File: src/rtl/iter_alu_if.sv
// Request/result bundle between a control unit and iter_alu.
//   master: control unit; drives alu_operation, alu_op1, alu_op2, alu_req
//           and receives alu_done, alu_res, alu_carry, alu_zero, alu_busy.
//   slave : the ALU; the opposite directions.
interface iter_alu_if #(
    parameter int unsigned REG_SIZE = 8
);
    logic [1:0]          alu_operation;
    logic [REG_SIZE-1:0] alu_op1;
    logic [REG_SIZE-1:0] alu_op2;
    logic                alu_req;
    logic                alu_done;
    logic [REG_SIZE-1:0] alu_res;
    logic                alu_carry;
    logic                alu_zero;
    logic                alu_busy;

    modport master (
        output alu_operation, alu_op1, alu_op2, alu_req,
        input  alu_done, alu_res, alu_carry, alu_zero, alu_busy
    );

    modport slave (
        input  alu_operation, alu_op1, alu_op2, alu_req,
        output alu_done, alu_res, alu_carry, alu_zero, alu_busy
    );
endinterface

File: src/rtl/iter_alu.sv
// Iterative ALU: single-cycle ADD/SUB/AND, REG_SIZE-cycle shift-add MUL.
// Ports:
//   clk : system clock, rising edge
//   rst : synchronous active-low reset
//   bus : iter_alu_if slave modport (opcode/operands/request in,
//         done pulse, result, carry, zero and busy out; all registered)
module iter_alu #(
    parameter int unsigned REG_SIZE = 8
) (
    input logic        clk,
    input logic        rst,
    iter_alu_if.slave  bus
);
    localparam int unsigned W     = REG_SIZE;
    localparam int unsigned ACC_W = 2 * REG_SIZE;
    localparam int unsigned CNT_W = $clog2(REG_SIZE);

    localparam logic [1:0] OP_ADD = 2'b00;
    localparam logic [1:0] OP_SUB = 2'b01;
    localparam logic [1:0] OP_AND = 2'b10;
    localparam logic [1:0] OP_MUL = 2'b11;

    typedef enum logic [1:0] {
        IDLE = 2'b00,
        CALC = 2'b01,
        DONE = 2'b10
    } state_e;

    state_e             state_q, state_d;
    logic [1:0]         op_q, op_d;
    logic [W-1:0]       op1_q, op1_d;
    logic [W-1:0]       op2_q, op2_d;      // also the multiplier, shifted right during MUL
    logic [ACC_W-1:0]   mcand_q, mcand_d;  // multiplicand, shifted left during MUL
    logic [ACC_W-1:0]   acc_q, acc_d;
    logic [CNT_W-1:0]   cnt_q, cnt_d;
    logic [W-1:0]       res_q, res_d;
    logic               carry_q, carry_d;
    logic               zero_q, zero_d;
    logic               done_q, done_d;
    logic               busy_q, busy_d;

    logic [W:0]         sum;
    logic [W:0]         diff;
    logic [ACC_W-1:0]   mul_acc;

    // State and datapath registers
    always_ff @(posedge clk) begin
        if (!rst) begin
            state_q <= IDLE;
            op_q    <= '0;
            op1_q   <= '0;
            op2_q   <= '0;
            mcand_q <= '0;
            acc_q   <= '0;
            cnt_q   <= '0;
            res_q   <= '0;
            carry_q <= 1'b0;
            zero_q  <= 1'b1;
            done_q  <= 1'b0;
            busy_q  <= 1'b0;
        end else begin
            state_q <= state_d;
            op_q    <= op_d;
            op1_q   <= op1_d;
            op2_q   <= op2_d;
            mcand_q <= mcand_d;
            acc_q   <= acc_d;
            cnt_q   <= cnt_d;
            res_q   <= res_d;
            carry_q <= carry_d;
            zero_q  <= zero_d;
            done_q  <= done_d;
            busy_q  <= busy_d;
        end
    end

    // Next-state, datapath and output logic
    always_comb begin
        state_d = state_q;
        op_d    = op_q;
        op1_d   = op1_q;
        op2_d   = op2_q;
        mcand_d = mcand_q;
        acc_d   = acc_q;
        cnt_d   = cnt_q;
        res_d   = res_q;
        carry_d = carry_q;
        zero_d  = zero_q;

        sum     = {1'b0, op1_q} + {1'b0, op2_q};
        diff    = {1'b0, op1_q} - {1'b0, op2_q};
        mul_acc = acc_q + (op2_q[0] ? mcand_q : '0);

        unique case (state_q)
            IDLE: begin
                if (bus.alu_req) begin
                    op_d    = bus.alu_operation;
                    op1_d   = bus.alu_op1;
                    op2_d   = bus.alu_op2;
                    mcand_d = ACC_W'(bus.alu_op1);
                    acc_d   = '0;
                    cnt_d   = '0;
                    state_d = CALC;
                end
            end
            CALC: begin
                if (op_q == OP_MUL) begin
                    // One multiplier bit per cycle, LSB first; always REG_SIZE cycles
                    acc_d   = mul_acc;
                    mcand_d = mcand_q << 1;
                    op2_d   = op2_q >> 1;
                    cnt_d   = cnt_q + CNT_W'(1);
                    if (cnt_q == CNT_W'(REG_SIZE - 1)) begin
                        res_d   = mul_acc[W-1:0];
                        carry_d = |mul_acc[ACC_W-1:W];
                        zero_d  = (mul_acc[W-1:0] == '0);
                        state_d = DONE;
                    end
                end else begin
                    unique case (op_q)
                        OP_ADD: begin
                            res_d   = sum[W-1:0];
                            carry_d = sum[W];
                        end
                        OP_SUB: begin
                            // Borrow out of the widened subtraction == op1 < op2
                            res_d   = diff[W-1:0];
                            carry_d = diff[W];
                        end
                        default: begin
                            res_d   = op1_q & op2_q;
                            carry_d = 1'b0;
                        end
                    endcase
                    zero_d  = (res_d == '0);
                    state_d = DONE;
                end
            end
            DONE: begin
                state_d = IDLE;
            end
            default: begin
                state_d = IDLE;
            end
        endcase

        done_d = (state_d == DONE);
        busy_d = (state_d != IDLE);
    end

    assign bus.alu_done  = done_q;
    assign bus.alu_busy  = busy_q;
    assign bus.alu_res   = res_q;
    assign bus.alu_carry = carry_q;
    assign bus.alu_zero  = zero_q;
endmodule
File: src/flat_wrapper.sv
// flat-port wrapper written by rule: the top's interface ports become plain ports
module iter_alu_flat 
#(
    parameter int unsigned REG_SIZE = 8
)
  (clk, rst, bus_alu_operation, bus_alu_op1, bus_alu_op2, bus_alu_req, bus_alu_done, bus_alu_res, bus_alu_carry, bus_alu_zero, bus_alu_busy);
  iter_alu_if #(.REG_SIZE(REG_SIZE)) bus_i ();
  input logic clk;
  input logic rst;
  input wire logic [$bits(bus_i.alu_operation)-1:0] bus_alu_operation;
  input wire logic [$bits(bus_i.alu_op1)-1:0] bus_alu_op1;
  input wire logic [$bits(bus_i.alu_op2)-1:0] bus_alu_op2;
  input wire logic [$bits(bus_i.alu_req)-1:0] bus_alu_req;
  output wire logic [$bits(bus_i.alu_done)-1:0] bus_alu_done;
  output wire logic [$bits(bus_i.alu_res)-1:0] bus_alu_res;
  output wire logic [$bits(bus_i.alu_carry)-1:0] bus_alu_carry;
  output wire logic [$bits(bus_i.alu_zero)-1:0] bus_alu_zero;
  output wire logic [$bits(bus_i.alu_busy)-1:0] bus_alu_busy;
  assign bus_i.alu_operation = bus_alu_operation;
  assign bus_i.alu_op1 = bus_alu_op1;
  assign bus_i.alu_op2 = bus_alu_op2;
  assign bus_i.alu_req = bus_alu_req;
  assign bus_alu_done = bus_i.alu_done;
  assign bus_alu_res = bus_i.alu_res;
  assign bus_alu_carry = bus_i.alu_carry;
  assign bus_alu_zero = bus_i.alu_zero;
  assign bus_alu_busy = bus_i.alu_busy;
  iter_alu #(.REG_SIZE(REG_SIZE)) u_core (.clk(clk), .rst(rst), .bus(bus_i));
endmodule
File: config.mk
export PLATFORM = sky130hd
export DESIGN_NAME = iter_alu_flat
export DESIGN_NICKNAME = d
export VERILOG_FILES = /design/src/rtl/iter_alu_if.sv /design/src/rtl/iter_alu.sv /design/src/flat_wrapper.sv
export SDC_FILE = /design/constraint.sdc
export NUM_CORES = 1
export LEC_CHECK = 0
export CELL_PAD_IN_SITES_DETAIL_PLACEMENT = 0
export CELL_PAD_IN_SITES_GLOBAL_PLACEMENT = 1
export CORE_ASPECT_RATIO = 0.7
export CORE_MARGIN = 2
export CORE_UTILIZATION = 25
export CTS_BUF_LIST = sky130_fd_sc_hd__clkbuf_16
export CTS_CLUSTER_DIAMETER = 80
export DETAILED_ROUTE_END_ITERATION = 7
export PLACE_DENSITY = 0.57
export SETUP_SLACK_MARGIN = 0.05
export SLEW_MARGIN = 20
export SYNTH_ARGS = -nofsm -noshare
export SYNTH_HDL_FRONTEND = slang
export SYNTH_SLANG_ARGS = --single-unit
File: constraint.sdc
create_clock -name clk -period 3.2 [get_ports clk]
set_clock_uncertainty 0.1 [all_clocks]
set_input_delay 0.48 -clock clk [delete_from_list [all_inputs] [get_ports clk]]
set_output_delay 0.48 -clock clk [all_outputs]
set_load 0.05 [all_outputs]
==> out/summary.txt, run 1 <==
Max clock buf depth = 2
Yosys cell types = 59
Initial Utilization = 25.4%
fraction of the cycle the final worst path needs = 93.8%
RD Place Congestion = 0.856
Worst-Skew Late Latency = 0.34 ns
main combinational cell family by area after synthesis = compound AO/OA/AOI/OAI gates
EDFF count, synth = 0
first-pass GRT wire length = 21.4 mm
design area = 0.00522 sq mm
Synth Area in Simple Gates = 23.8%
Critical Path AT = 3.13 ns
pin count of the biggest net entering global routing = 40
Synth Instances = 552
Worst Setup End Kind = flop
Fill cells = 1795
Clock power frac = 41.6%
die area = 0.0184 sq mm
final setup fails = 0
synthesis-to-finish area growth = 20.5%
Synth Area in Compound Gates = 25.6%
Routed Antenna Nets = 0
outcome = finished, final reports clean
total number of vias = 4019
max cap viols = 0
vias in the first global route = 3772
die height = 114 um
CP Class = flop to flop
CTS tree = built
Net Sw Power = 0.696 mW
sequential share of power = 38.9%
Hold Vio Cnt, Final = 0
placed cells = 796
via/cell ratio = 4.95
RSZ-0062 raised after global routing = no
Core Area = 0.0171 sq mm
Clock Tree Root = clkbuf_16
Critical Path Fanout Max = 15
synthesis-stage register bit count = 67
Initial DRT Pass Iterations = 4
initial antenna violation count = 0
Comb pwr share = 19.5%
grt ovf = 0
Mapped Nets = 610
post-synthesis adder-cell area fraction = 11.2%
initial drt markers = 258
PnR worst setup slack = 0.199 ns
Detailed Place HPWL = 10.3 mm
f_max = 333 MHz
cell-internal power = 1.64 mW
Synth Area per Inst = 7.86 sq um
DR DRC count = 0
floorplan row count = 40
# clock sinks = 67
CP required = 3.33 ns
setup tns final = 0 ns
Startpoint Class = flop
Post-Layout Cell Count = 812
Ant. Diodes = 0
post-synthesis mux area share = 0.923%
GRT Util Overall = 15.2%
Async S/R FF share, synth = 0%
clock slew at reported path FFs = 0.05 ns
IO Pins = 33
post-synthesis sequential area ratio = 30.9%
Mapped Area = 0.00434 sq mm
Post-Route WL = 13.6 mm
worst min path class = flop to flop
Slew @ Worst Pin = 0.553 ns
Leakage = 2.15 nW
Placed Area = 0.00493 sq mm
post-synthesis xor/xnor area fraction = 3.03%
CTS buffer count = 9
slew margin rel. = 62.9%
htree depth = 3
WL/cell = 16.7 um
die span in x = 161 um
Top FF cell, synth = dfxtp_1
peak supply drop = 0.181 mV
pre-CTS WS = 0.230 ns
Cell Pwr Density = 447 mW/mm^2
# nets final = 635
share of layout cells above drive strength 1 = 7.40%
fin crit period = 3.00 ns
max-slew violations = 0
Yosys warnings = 0
Sw Ratio = 29.8%
I/O Buffers = 32
## power by group through the flow
stage	logic (mW)	registers (mW)	clock network, mW
2_1_floorplan	0.265	0.951	0
6_report	0.456	0.907	0.972
4_1_cts	0.454	0.908	0.999
3_3_place_gp	0.452	0.924	0
3_5_place_dp	0.453	0.926	0
5_1_grt	0.502	0.913	1.03
## cell families after synthesis
family,count (synthesis)
AO/OA/AOI/OAI,160
AND/OR/NAND/NOR,218
buffers and inverters,51
adder cells (fa/ha/maj),37
multiplexers,4
flip-flops,67
XOR/XNOR,15
## registers in the layout (all words and copies together) (netlist names), 2 cells and up
| signal | count |
|---|---|
| u_core.state_q | 2 |
| u_core.acc_q | 16 |
| u_core.bus.alu_res | 8 |
| u_core.cnt_q | 3 |
| u_core.op1_q | 8 |
| u_core.op2_q | 8 |
| u_core.op_q | 2 |
| u_core.mcand_q | 16 |
## layer usage
| layer | track usage [%] | wire (um) | vias to the layer above |
|---|---|---|---|
| met5 | 0 | 0 | - |
| li1 | - | - | 2034 |
| met4 | 3.75 | 98 | 0 |
| met2 | 19.3 | 4890 | 79 |
| met1 | 24.9 | 8100 | 1900 |
| met3 | 2.90 | 511 | 6 |
## Yosys cell counts, types with 3 or more instances
| master | number | share of area (%) |
|---|---|---|
| nor3_1 | 12 | 1.4 |
| nor2b_1 | 6 | 0.87 |
| o211a_1 | 7 | 1.6 |
| ha_1 | 34 | 9.8 |
| a211oi_1 | 7 | 1.2 |
| xnor2_1 | 10 | 2.0 |
| a21boi_0 | 8 | 1.4 |
| inv_1 | 16 | 1.4 |
| a31oi_1 | 8 | 1.2 |
| nand2_1 | 77 | 6.7 |
| and3_1 | 3 | 0.43 |
| nand3_1 | 18 | 2.1 |
| clkbuf_1 | 28 | 2.4 |
| fa_1 | 3 | 1.4 |
| dfxtp_1 | 67 | 31 |
| o21ai_0 | 16 | 1.8 |
| o211ai_1 | 13 | 2.3 |
| and2_1 | 21 | 3.0 |
| xor2_1 | 5 | 1.0 |
| a21o_1 | 6 | 1.0 |
| a311oi_1 | 10 | 2.0 |
| mux2i_1 | 4 | 0.92 |
| o21a_1 | 4 | 0.69 |
| a21oi_1 | 44 | 5.1 |
| nand2b_1 | 7 | 1.0 |
| buf_2 | 4 | 0.46 |
| nor2_1 | 55 | 4.8 |
| a22oi_1 | 15 | 2.6 |
## final timing paths
kind / startpoint / end / slack [ns] / cells past startpoint
hold / removal: u_core.mcand_q[15] / u_core.mcand_q[15] / 0.35 / 2
setup / recovery: u_core.op2_q[0] / u_core.acc_q[15] / 0.20 / 10
setup reg to reg: u_core.op2_q[0] / u_core.acc_q[15] / 0.20 / 10
hold reg to reg: u_core.mcand_q[15] / u_core.mcand_q[15] / 0.35 / 2
## critical path, cell delays in order, from the launching register on
cell and delay (ns):
dfxtp_1 0.32, buf_4 0.16, and2_1 0.16, ha_1 0.35, a2111oi_1 0.50, nor4_2 0.12, a2111oi_2 0.52, nor3_1 0.14
o211ai_1 0.27, o21ai_0 0.10, and2_1 0.16
## stage by stage
step / total power, mW / util (%) / hold WS [ns]
3_3_place_gp: 1.38 / 28.9 / 0.341
2_1_floorplan: 1.22 / - / 0.332
6_report: 2.33 / 30.6 / 0.354
5_1_grt: 2.45 / 30.6 / 0.386
3_5_place_dp: 1.38 / 28.9 / 0.346
4_1_cts: 2.36 / 30.5 / 0.354
## area by class of cell
class | count | area, sq um | area share, %
multi-input combinational | 434 | 2810 | 53.7
sequential | 67 | 1340 | 25.7
timing repair buffer | 48 | 440 | 8.43
tap | 231 | 289 | 5.53
clock buffer | 9 | 225 | 4.31
inverter | 17 | 63.8 | 1.22
clock inverter | 6 | 58.8 | 1.13
## what timing repair did
action,4_1_cts,5_1_grt
hold buffers,0,0
endpoints found under the hold margin,0,0
gates resized for setup,0,2
buffers inserted,0,1
endpoints found under the setup margin,0,2
## placed cells by master (no fill, tap or decap), types with 8 or more instances in the layout
| master | n |
|---|---|
| nand2_1 | 77 |
| a22oi_1 | 15 |
| nor3_1 | 12 |
| a31oi_1 | 8 |
| a311oi_1 | 10 |
| dfxtp_1 | 67 |
| a21oi_1 | 44 |
| o21ai_0 | 16 |
| o211ai_1 | 13 |
| nand3_1 | 18 |
| clkbuf_16 | 9 |
| xnor2_1 | 10 |
| ha_1 | 34 |
| clkdlybuf4s50_1 | 32 |
| and2_1 | 21 |
| buf_4 | 16 |
| inv_1 | 17 |
| a21boi_0 | 8 |
| nor2_1 | 54 |
No activity file was read; power rests on OpenSTA's default activity.
==> inputs of run 2 (changes only) <==
--- a/config.mk
+++ b/config.mk
@@ -13,7 +13,7 @@
 export CTS_BUF_LIST = sky130_fd_sc_hd__clkbuf_16
 export CTS_CLUSTER_DIAMETER = 80
 export DETAILED_ROUTE_END_ITERATION = 7
-export PLACE_DENSITY = 0.57
+export PLACE_DENSITY = 0.6
 export SETUP_SLACK_MARGIN = 0.05
 export SLEW_MARGIN = 20
 export SYNTH_ARGS = -nofsm -noshare
==> run 2 against run 1 <==
Compared with the run above: flip-flop and latch count is the same; non-clock buffer count is 2 lower; critical endpoint is now u_core.bus.alu_carry; largest cell class unchanged; core utilization up 0.059 points; largest power group unchanged; cell count fell by 0.12%; critical path type unchanged.
==> out/summary.txt, run 2 (same netlist as run 1, synthesis figures left out) <==
final setup fails = 0
initial drt markers = 328
Fill cells = 1819
Hold Vio Cnt, Final = 0
share of layout cells above drive strength 1 = 8.62%
met1 Use GR = 24.4%
RD Place Congestion = 0.904
via/cell ratio = 5.03
# hold bufs at CTS = 0
DR DRC count = 0
most frequent cells in the layout = 77 x nand2_1, 66 x dfxtp_1, 54 x nor2_1, 44 x a21oi_1, 34 x ha_1
CP Class = flop to flop
Largest regs = u_core.acc_q: 16 flops, u_core.mcand_q: 16 flops
fin crit period = 3.01 ns
GRT met3 Usage = 3.59%
pre-CTS WS = 0.100 ns
worst min path class = flop to flop
setup tns final = 0 ns
R2R setup slack = 0.19 ns
Routed Antenna Nets = 0
die span in x = 161 um
outcome = finished, final reports clean
CTS tree = built
Post-Layout Cell Count = 811
placed cells = 795
Critical-path top delay cell = a2111o_1
Worst setup startpoint = u_core.op2_q[0]
Startpoint Class = flop
f_max = 333 MHz
met2 GRT Util = 19.2%
# clock sinks = 67
Setup Fix Bufs, Post-CTS = 0
pin count of the biggest net entering global routing = 40
reg2reg start = u_core.op2_q[0]
CP required = 3.32 ns
GRT Util Overall = 15.1%
slew margin rel. = 30.7%
peak supply drop = 0.218 mV
Initial Utilization = 25.4%
Slew @ Worst Pin = 1.04 ns
worst r2r dst = u_core.bus.alu_carry
first-pass GRT wire length = 21.4 mm
Clock Tree Root = clkbuf_16
vias in the first global route = 3773
Initial DRT Pass Iterations = 5
total number of vias = 4082
Cell Pwr Density = 444 mW/mm^2
Critical Path AT = 3.13 ns
CTS buffer count = 9
I/O Buffers = 32
Max clock buf depth = 2
fraction of the cycle the final worst path needs = 93.9%
Finished Core Util = 30.7%
max cap viols = 0
Worst Setup End Kind = flop
Core Area = 0.0171 sq mm
clock slew at reported path FFs = 0.06 ns
initial antenna violation count = 0
IO Pins = 33
worst reg2reg path depth = 10
most common cell after layout, fill and taps aside = nand2_1
crit-path max cell delay = 0.53 ns
register area = 0.00134 sq mm
die area = 0.0184 sq mm
crit-path cells = and2_1 > ha_1 > fa_2 > a21o_1 > a2111o_1 > a2111oi_2 > nor2_1 > xor2_1 > nor4_2 > a31oi_1
Detailed Place HPWL = 10.4 mm
die height = 114 um
Post-Route WL = 13.5 mm
# nets final = 633
multi-input logic area = 0.00283 sq mm
Hold Slack = 0.358 ns
floorplan row count = 40
max-slew violations = 0
Ant. Diodes = 0
grt ovf = 0
Worst-Skew Late Latency = 0.35 ns
WL/cell = 16.7 um
PnR worst setup slack = 0.195 ns
synthesis-to-finish area growth = 20.7%
htree depth = 3
Worst Setup EP = u_core.bus.alu_carry
Critical Path Fanout Max = 10
Leakage = 2.14 nW
RSZ-0062 raised after global routing = no
layer with the highest usage = met1
run 2: changes by cell type in the layout (fill, tap and decap cells not counted), moves of 2 or more:
cell,delta
a2111oi_1,-3
a2111oi_2,+2
buf_4,-2
clkinvlp_4,+2
inv_6,+4
run 2: layout make-up:
cell class,instances,share of cell area [%]
repair buffers,46,8.13
clock buffers,9,4.30
well taps,231,5.52
inverters,17,1.22
clock inverters,7,1.10
multi-input cells,434,54.1
flip-flops and latches,67,25.7
run 2: critical path: cells and delay by family (launching register included):
family                     cells  cell delay (ns)
and+or+nand+nor                3             0.48
xor gates and xnor gates       1             0.18
DFF                            1             0.36
AOI/OAI and AO/OA              4             1.16
adders and majority gates      2             0.60
run 2: stage by stage:
step | power (mW) | area (sq um)
after floorplan | 1.22 | 4340
after global placement | 1.37 | 4920
after detailed placement | 1.37 | 4920
after CTS | 2.35 | 5200
after global routing | 2.43 | 5230
final | 2.32 | 5230
run 2: how the worst min path moves through the flow:
| stage | start | to | slack (ns) | cells after the start |
|---|---|---|---|---|
| after floorplan | u_core.mcand_q[15] | u_core.mcand_q[15] | 0.33 | 2 |
| after global placement | u_core.bus.alu_res[3] | u_core.bus.alu_res[3] | 0.34 | 2 |
| after detailed placement | u_core.bus.alu_res[3] | u_core.bus.alu_res[3] | 0.35 | 2 |
| after CTS | u_core.bus.alu_res[3] | u_core.bus.alu_res[3] | 0.36 | 2 |
| after global routing | u_core.bus.alu_res[3] | u_core.bus.alu_res[3] | 0.38 | 2 |
| final | u_core.bus.alu_res[3] | u_core.bus.alu_res[3] | 0.36 | 2 |
run 2: report_power, final:
| part | internal [mW] | switching, mW |
|---|---|---|
| clock network | 0.535 | 0.426 |
| logic | 0.171 | 0.281 |
| registers | 0.873 | 0.0371 |
run 2: timing repair:
item | 4_1_cts | 5_1_grt
endpoints found under the setup margin | 0 | 2
gates resized for setup | 0 | 7
endpoints found under the hold margin | 0 | 0
run 2: metal layers:
layer  share of wire [%]  wire (um)
met3                 5.9        805
met2                  36       4880
met1                  57       7700
met4                 1.2        158
met5                   0          0
==> inputs of run 3 (changes only) <==
--- a/config.mk
+++ b/config.mk
@@ -13,6 +13,7 @@
 export CTS_BUF_LIST = sky130_fd_sc_hd__clkbuf_16
 export CTS_CLUSTER_DIAMETER = 80
 export DETAILED_ROUTE_END_ITERATION = 7
+export HOLD_SLACK_MARGIN = 0.02
 export PLACE_DENSITY = 0.6
 export SETUP_SLACK_MARGIN = 0.05
 export SLEW_MARGIN = 20
==> results of run 3 <==
Final layout, timing and power as in run 2 (identical DEF).
